===== src/rtl/sort_pkg.sv =====
// Shared types and constants for the sorting blocks and their unpermute stage.
package sort_pkg;

  localparam int DEF_INPUTVALS      = 16;
  localparam int DEF_INPUTBITWIDTHS = 32;

  typedef enum logic [1:0] {
    ST_IDLE    = 2'b00,
    ST_SCATTER = 2'b01,
    ST_CHECK   = 2'b10
  } unpermute_state_t;

  // Position entries carry one extra bit so out-of-range indices stay representable.
  function automatic int calc_posw(input int n);
    return $clog2(n) + 1;
  endfunction

  function automatic int idx_width(input int n);
    return (n > 1) ? $clog2(n) : 1;
  endfunction

endpackage


===== src/rtl/sort_unpermute_if.sv =====
// Start/data/status bundle between a sorter-side controller and sort_unpermute.
interface sort_unpermute_if
  import sort_pkg::*;
#(
  parameter int INPUTVALS      = DEF_INPUTVALS,
  parameter int INPUTBITWIDTHS = DEF_INPUTBITWIDTHS
);
  localparam int POSW = calc_posw(INPUTVALS);

  logic                                      unsortstart;
  logic [INPUTVALS-1:0][INPUTBITWIDTHS-1:0]  sorted_in;
  logic [INPUTVALS-1:0][POSW-1:0]            positions_in;
  logic [INPUTVALS-1:0][INPUTBITWIDTHS-1:0]  restored;
  logic                                      busy;
  logic                                      unsortdone;
  logic                                      error;

  modport master (
    output unsortstart, sorted_in, positions_in,
    input  restored, busy, unsortdone, error
  );

  modport slave (
    input  unsortstart, sorted_in, positions_in,
    output restored, busy, unsortdone, error
  );

endinterface


===== src/rtl/unpermute_tracker.sv =====
// Written-slot bitmap: flags out-of-range or already-written positions and
// reports when every slot has been filled.
module unpermute_tracker
  import sort_pkg::*;
#(
  parameter int N    = 4,
  parameter int POSW = 3
) (
  input  logic            clk,
  input  logic            reset,
  input  logic            clear,
  input  logic            wr_en,
  input  logic [POSW-1:0] pos,
  output logic            fresh,
  output logic            all_written
);
  localparam int IW = idx_width(N);

  logic [N-1:0] written_r;
  logic         in_range_s;

  assign in_range_s  = (pos < POSW'(N));
  assign fresh       = in_range_s & ~written_r[pos[IW-1:0]];
  assign all_written = &written_r;

  // Bitmap of slots already written in the current run.
  always_ff @(posedge clk or posedge reset) begin
    if (reset) begin
      written_r <= '0;
    end else if (clear) begin
      written_r <= '0;
    end else if (wr_en) begin
      written_r[pos[IW-1:0]] <= 1'b1;
    end
  end

endmodule


===== src/rtl/sort_unpermute.sv =====
// Scatters a sorted list back to its original order, one element per clock.
// Range/duplicate checking and the CHECK state exist only with SORT_UNPERMUTE_CHECK_EN.
module sort_unpermute
  import sort_pkg::*;
#(
  parameter int INPUTVALS      = DEF_INPUTVALS,
  parameter int INPUTBITWIDTHS = DEF_INPUTBITWIDTHS
) (
  input  logic           clk,
  input  logic           reset,
  sort_unpermute_if.slave bus
);
  localparam int POSW = calc_posw(INPUTVALS);
  localparam int IW   = idx_width(INPUTVALS);
  localparam logic [IW-1:0] LAST_IDX = IW'(INPUTVALS - 1);

  unpermute_state_t state_r, state_nx_s;
  logic [IW-1:0]                             idx_r;
  logic [INPUTVALS-1:0][INPUTBITWIDTHS-1:0]  val_r;
  logic [INPUTVALS-1:0][INPUTBITWIDTHS-1:0]  restored_r;
  logic [INPUTVALS-1:0][POSW-1:0]            pos_r;
  logic done_r, error_r, flag_r;
  logic accept_s, scatter_s, finish_s, illegal_s, last_s;
  logic wr_en_s, bad_s, missing_s;
  logic [POSW-1:0] cur_pos_s;

  assign cur_pos_s = pos_r[idx_r];
  assign last_s    = (idx_r == LAST_IDX);

`ifdef SORT_UNPERMUTE_CHECK_EN
  logic fresh_s, all_written_s;

  unpermute_tracker #(.N(INPUTVALS), .POSW(POSW)) u_tracker (
    .clk         (clk),
    .reset       (reset),
    .clear       (accept_s),
    .wr_en       (wr_en_s),
    .pos         (cur_pos_s),
    .fresh       (fresh_s),
    .all_written (all_written_s)
  );

  assign wr_en_s   = scatter_s & fresh_s;
  assign bad_s     = scatter_s & ~fresh_s;
  assign missing_s = (state_r == ST_CHECK) & ~all_written_s;
`else
  logic in_range_s;

  // Without checking, out-of-range writes vanish and duplicates overwrite.
  assign in_range_s = (cur_pos_s < POSW'(INPUTVALS));
  assign wr_en_s    = scatter_s & in_range_s;
  assign bad_s      = 1'b0;
  assign missing_s  = 1'b0;
`endif

  // State register.
  always_ff @(posedge clk or posedge reset) begin
    if (reset) begin
      state_r <= ST_IDLE;
    end else begin
      state_r <= state_nx_s;
    end
  end

  // Next-state and per-state control strobes.
  always_comb begin
    state_nx_s = state_r;
    accept_s   = 1'b0;
    scatter_s  = 1'b0;
    finish_s   = 1'b0;
    illegal_s  = 1'b0;
    case (state_r)
      ST_IDLE: begin
        if (bus.unsortstart) begin
          accept_s   = 1'b1;
          state_nx_s = ST_SCATTER;
        end else begin
          state_nx_s = ST_IDLE;
        end
      end
      ST_SCATTER: begin
        scatter_s = 1'b1;
        if (last_s) begin
`ifdef SORT_UNPERMUTE_CHECK_EN
          state_nx_s = ST_CHECK;
`else
          finish_s   = 1'b1;
          state_nx_s = ST_IDLE;
`endif
        end else begin
          state_nx_s = ST_SCATTER;
        end
      end
      ST_CHECK: begin
`ifdef SORT_UNPERMUTE_CHECK_EN
        finish_s   = 1'b1;
        state_nx_s = ST_IDLE;
`else
        illegal_s  = 1'b1;
        state_nx_s = ST_IDLE;
`endif
      end
      default: begin
        illegal_s  = 1'b1;
        state_nx_s = ST_IDLE;
      end
    endcase
  end

  // Capture, scatter writes, error accumulation and done/error reporting.
  always_ff @(posedge clk or posedge reset) begin
    if (reset) begin
      idx_r      <= '0;
      val_r      <= '0;
      pos_r      <= '0;
      restored_r <= '0;
      done_r     <= 1'b0;
      error_r    <= 1'b0;
      flag_r     <= 1'b0;
    end else if (accept_s) begin
      idx_r      <= '0;
      val_r      <= bus.sorted_in;
      pos_r      <= bus.positions_in;
      restored_r <= '0;
      done_r     <= 1'b0;
      flag_r     <= 1'b0;
    end else begin
      if (scatter_s) begin
        idx_r <= last_s ? '0 : idx_r + IW'(1);
      end
      if (wr_en_s) begin
        restored_r[cur_pos_s[IW-1:0]] <= val_r[idx_r];
      end
      if (bad_s | missing_s) begin
        flag_r <= 1'b1;
      end
      if (finish_s) begin
        done_r  <= 1'b1;
        error_r <= flag_r | bad_s | missing_s;
      end
      if (illegal_s) begin
        error_r <= 1'b1;
      end
    end
  end

  assign bus.restored   = restored_r;
  assign bus.busy       = (state_r == ST_SCATTER) || (state_r == ST_CHECK);
  assign bus.unsortdone = done_r;
  assign bus.error      = error_r | illegal_s;

endmodule


===== src/flat_wrapper.sv =====
// flat-port wrapper written by rule: the top's interface ports become plain ports
module sort_unpermute_flat import sort_pkg::*;
#(
  parameter int INPUTVALS      = DEF_INPUTVALS,
  parameter int INPUTBITWIDTHS = DEF_INPUTBITWIDTHS
)
  (clk, reset, bus_unsortstart, bus_sorted_in, bus_positions_in, bus_restored, bus_busy, bus_unsortdone, bus_error);
  sort_unpermute_if #(.INPUTVALS(INPUTVALS), .INPUTBITWIDTHS(INPUTBITWIDTHS)) bus_i ();
  input  logic clk;
  input  logic reset;
  input wire logic [$bits(bus_i.unsortstart)-1:0] bus_unsortstart;
  input wire logic [$bits(bus_i.sorted_in)-1:0] bus_sorted_in;
  input wire logic [$bits(bus_i.positions_in)-1:0] bus_positions_in;
  output wire logic [$bits(bus_i.restored)-1:0] bus_restored;
  output wire logic [$bits(bus_i.busy)-1:0] bus_busy;
  output wire logic [$bits(bus_i.unsortdone)-1:0] bus_unsortdone;
  output wire logic [$bits(bus_i.error)-1:0] bus_error;
  assign bus_i.unsortstart = bus_unsortstart;
  assign bus_i.sorted_in = bus_sorted_in;
  assign bus_i.positions_in = bus_positions_in;
  assign bus_restored = bus_i.restored;
  assign bus_busy = bus_i.busy;
  assign bus_unsortdone = bus_i.unsortdone;
  assign bus_error = bus_i.error;
  sort_unpermute #(.INPUTVALS(INPUTVALS), .INPUTBITWIDTHS(INPUTBITWIDTHS)) u_core (.clk(clk), .reset(reset), .bus(bus_i));
endmodule

===== config.mk =====
export PLATFORM = sky130hd
export DESIGN_NAME = sort_unpermute_flat
export DESIGN_NICKNAME = d
export VERILOG_FILES = /design/src/rtl/sort_pkg.sv /design/src/rtl/sort_unpermute_if.sv /design/src/rtl/unpermute_tracker.sv /design/src/rtl/sort_unpermute.sv /design/src/flat_wrapper.sv
export SDC_FILE = /design/constraint.sdc
export NUM_CORES = 2
export LEC_CHECK = 0
export BUFFER_PORTS_ARGS = -buffer_cell sky130_fd_sc_hd__clkbuf_2
export CAP_MARGIN = 20
export CORE_AREA = 10 10 429 431
export CTS_BUF_LIST = sky130_fd_sc_hd__clkbuf_8
export CTS_CLUSTER_DIAMETER = 60
export DETAILED_ROUTE_END_ITERATION = 10
export DIE_AREA = 0 0 439 441
export GPL_TIMING_DRIVEN = 0
export PLACE_DENSITY_LB_ADDON = 0.12
export SKIP_CTS_REPAIR_TIMING = 1
export SYNTH_ARGS = -nofsm -noshare
export SYNTH_HDL_FRONTEND = slang
export SYNTH_HIERARCHICAL = 1
export SYNTH_SLANG_ARGS = --single-unit

===== constraint.sdc =====
create_clock -name clk -period 52.9 [get_ports clk]
set_clock_uncertainty 0.1 [all_clocks]
set_input_delay 7.935 -clock clk [delete_from_list [all_inputs] [get_ports clk]]
set_output_delay 7.935 -clock clk [all_outputs]
set_load 0.05 [all_outputs]

==> results.sh <==
export IMPL_status="finished, final reports clean"
export IMPL_fp_row_count=154
export IMPL_synth_area_leader_cell="dfrtp_1"
export IMPL_die_height_um=441
export IMPL_ant_nets=0
export IMPL_io_pins=1110
export IMPL_synth_top_cell_area_share=0.504
export IMPL_cts_buffer_depth=3
export IMPL_slew_headroom=0.213
export IMPL_r2r_slack_ns=47.36
export IMPL_cts_max_level=4
export IMPL_grt_met2_usage=0.481
export IMPL_clkLatencyLatePin_ns=1.03
export IMPL_rsz0062_at_grt="no"
export IMPL_vias_per_cell=5.59
export IMPL_cts_root_buf="clkbuf_8"
export IMPL_start_kind="primary input"
export IMPL_crit_fanout=8
export IMPL_final_setup_tns_ns=0
export IMPL_synth_edf_count=0
export IMPL_syn_to_final_growth_pct=25.7
export IMPL_min_to="u_core/bus.unsortdone"
export IMPL_hp_class="reg2reg"
export IMPL_finalSetupViolations=0
export IMPL_synthFlopType="dfrtp_1"
export IMPL_worstPathRequired_ns=53.70
export IMPL_cts_tree="built"
export IMPL_top_usage_layer="met2"
export IMPL_grt_ovfl_total=0
export IMPL_met1_usage=0.328
export IMPL_grt_pass1_wl_um=396000
export IMPL_wl_per_cell_um=33.7
export IMPL_synth_avg_cell_area_um2=11.8
export IMPL_hold_path_depth=2
export IMPL_drc=0
export IMPL_post_dp_hpwl_um=220000
export IMPL_drt_pass1_iter_count=6
export IMPL_drive_above_1_share=0.377
export IMPL_drt_iter0_drc=4688
export IMPL_crit_type="in2reg"
export IMPL_place_congestion=0.889
export IMPL_min_from="u_core/bus.unsortdone"
export IMPL_die_w_um=439
export IMPL_num_vias=48100
export IMPL_routed_wl_um=290000
export IMPL_synth_most_common_cell="dfrtp_1"
export IMPL_initial_core_util=0.314
export IMPL_end_kind="register"
export IMPL_ys_seq_area_frac=0.504
export IMPL_netlist_area_mm2=0.0551
export IMPL_drv_cap=0
export IMPL_worstMarginPinSlew_ns=1.18
export IMPL_period_needed_ns=9.97
export IMPL_clk_pin_slew_worst_paths_ns=0.06
export IMPL_max_freq_mhz=100
export IMPL_fin_hold_ws_ns=0.390
export IMPL_core_area_mm2=0.175
export IMPL_nets=6655
export IMPL_final_area_mm2=0.0693
export IMPL_r2r_start="u_core/idx_r[2]"
export IMPL_async_reset_ff_frac=1.00
export IMPL_regToRegEndpoint="u_core/bus.restored[343]"
export IMPL_synthCells=4688
export IMPL_worstPathArrival_ns=10.76
export IMPL_grt_max_degree=126
export IMPL_clock_sinks=1110
export IMPL_grt_util_all_layers=0.288
export IMPL_finalHoldViolCount=0
export IMPL_finalMaxSlewViolations=0
export IMPL_synth_seq_cells=1110
export IMPL_grt_pass1_vias=48800
export IMPL_place_port_buffers=1108
export IMPL_antenna_found_initial=130
export IMPL_syn_num_nets=5284
export IMPL_met3_usage=0.0859
export IMPL_synth_area_top_cells="dfrtp_1 50%, mux2_2 12%, a41o_1 9.3%, o221ai_1 8.1%, mux4_2 6.0%"
export IMPL_worstRegToRegCells=11
export IMPL_synth_commonest_cells="1110 x dfrtp_1, 594 x mux2_2, 529 x nand2_1, 513 x inv_1"
export IMPL_yosysWarnings=6
export IMPL_yosysUniqueCellTypes=31
export IMPL_min_period_over_period=0.188
export IMPL_place_area_mm2=0.0647
export IMPL_cts_buffers_inserted=210
export IMPL_dieArea_mm2=0.194
==> registers in the layout, indices dropped and copies added, names as in the netlist <==
| register | cells |
|---|---|
| u_core/val_r | 512 |
| u_core/bus.restored | 512 |
| u_core/bus.unsortdone | 1 |
| u_core/state_r | 1 |
| u_core/idx_r | 4 |
| u_core/pos_r | 80 |
==> cells in the final DEF, fill, tap and decap left out, types with 6 or more instances in the layout <==
master,count
dfrtp_1,1110
inv_1,580
mux2_2,594
buf_2,82
buf_4,10
inv_6,7
clkbuf_2,1117
clkbuf_1,435
nor3b_1,32
diode_2,42
o21ai_2,31
nand2_1,529
buf_1,15
buf_16,16
nor3_1,32
mux2i_1,64
o221ai_1,512
mux2_1,6
clkinv_2,9
a41o_1,512
o21ai_0,6
nand4_1,21
mux4_2,146
clkbuf_8,281
buf_8,35
==> final cells by class <==
class / count / area, um2
Clock inverter: 97 / 623
Clock buffer: 281 / 3870
Fill cell: 17400 / 106000
Inverter: 513 / 1930
Buffer: 553 / 2240
Antenna cell: 42 / 105
Timing Repair Buffer: 1159 / 6510
Sequential cell: 1110 / 27800
Multi-Input combinational cell: 2512 / 23300
Tap cell: 2340 / 2930
==> metal layers <==
layer | part of all wire | vias up
met5 | 0.0027 | -
met4 | 0.065 | 124
met3 | 0.080 | 716
met2 | 0.48 | 2218
met1 | 0.37 | 24500
li1 | - | 20500
==> per-stage QoR <==
step / instances / worst slack, ns / utilization
5_1_grt: 8588 / 42.77 / 0.395
6_report: 8607 / 42.93 / 0.395
2_1_floorplan: 4688 / 13.61 / -
3_5_place_dp: 8187 / 41.83 / 0.369
4_1_cts: 8565 / 42.88 / 0.395
3_3_place_gp: 8136 / -3.07 / 0.363
==> worst max-delay path by stage <==
stage                                        start                      to
after floorplan                              reset  u_core/bus.restored[0]
after CTS                 u_core/bus.restored[251]       bus_restored[251]
after global routing                         reset       u_core/val_r[228]
final                              bus_unsortstart        u_core/val_r[22]
after detailed placement           bus_unsortstart        u_core/val_r[24]
after global placement                       reset       u_core/val_r[213]
==> critical path, cell delays in order <==
cell and delay [ns]:
clkbuf_2 0.09, nor2b_1 0.12, clkbuf_1 0.71, clkbuf_1 0.52, buf_8 0.22, clkbuf_1 0.52, buf_8 0.25, mux2_2 0.34
==> cell families (layout without fill, tap and decap cells) <==
group                    count (synthesis)  count (layout)  synth area share
adder cells (fa/ha/maj)                  1               1          0.000227
other                                    1              43         0.0000680
buffers and inverters                 1066            2603            0.0754
flip-flops                            1110            1110             0.504
multiplexers                           810             810             0.194
AO/OA/AOI/OAI                         1066            1066             0.178
AND/OR/NAND/NOR                        634             634            0.0479
Power is not shown: default switching activity piles up to over one toggle a cycle in this logic, so the estimate is an artifact.
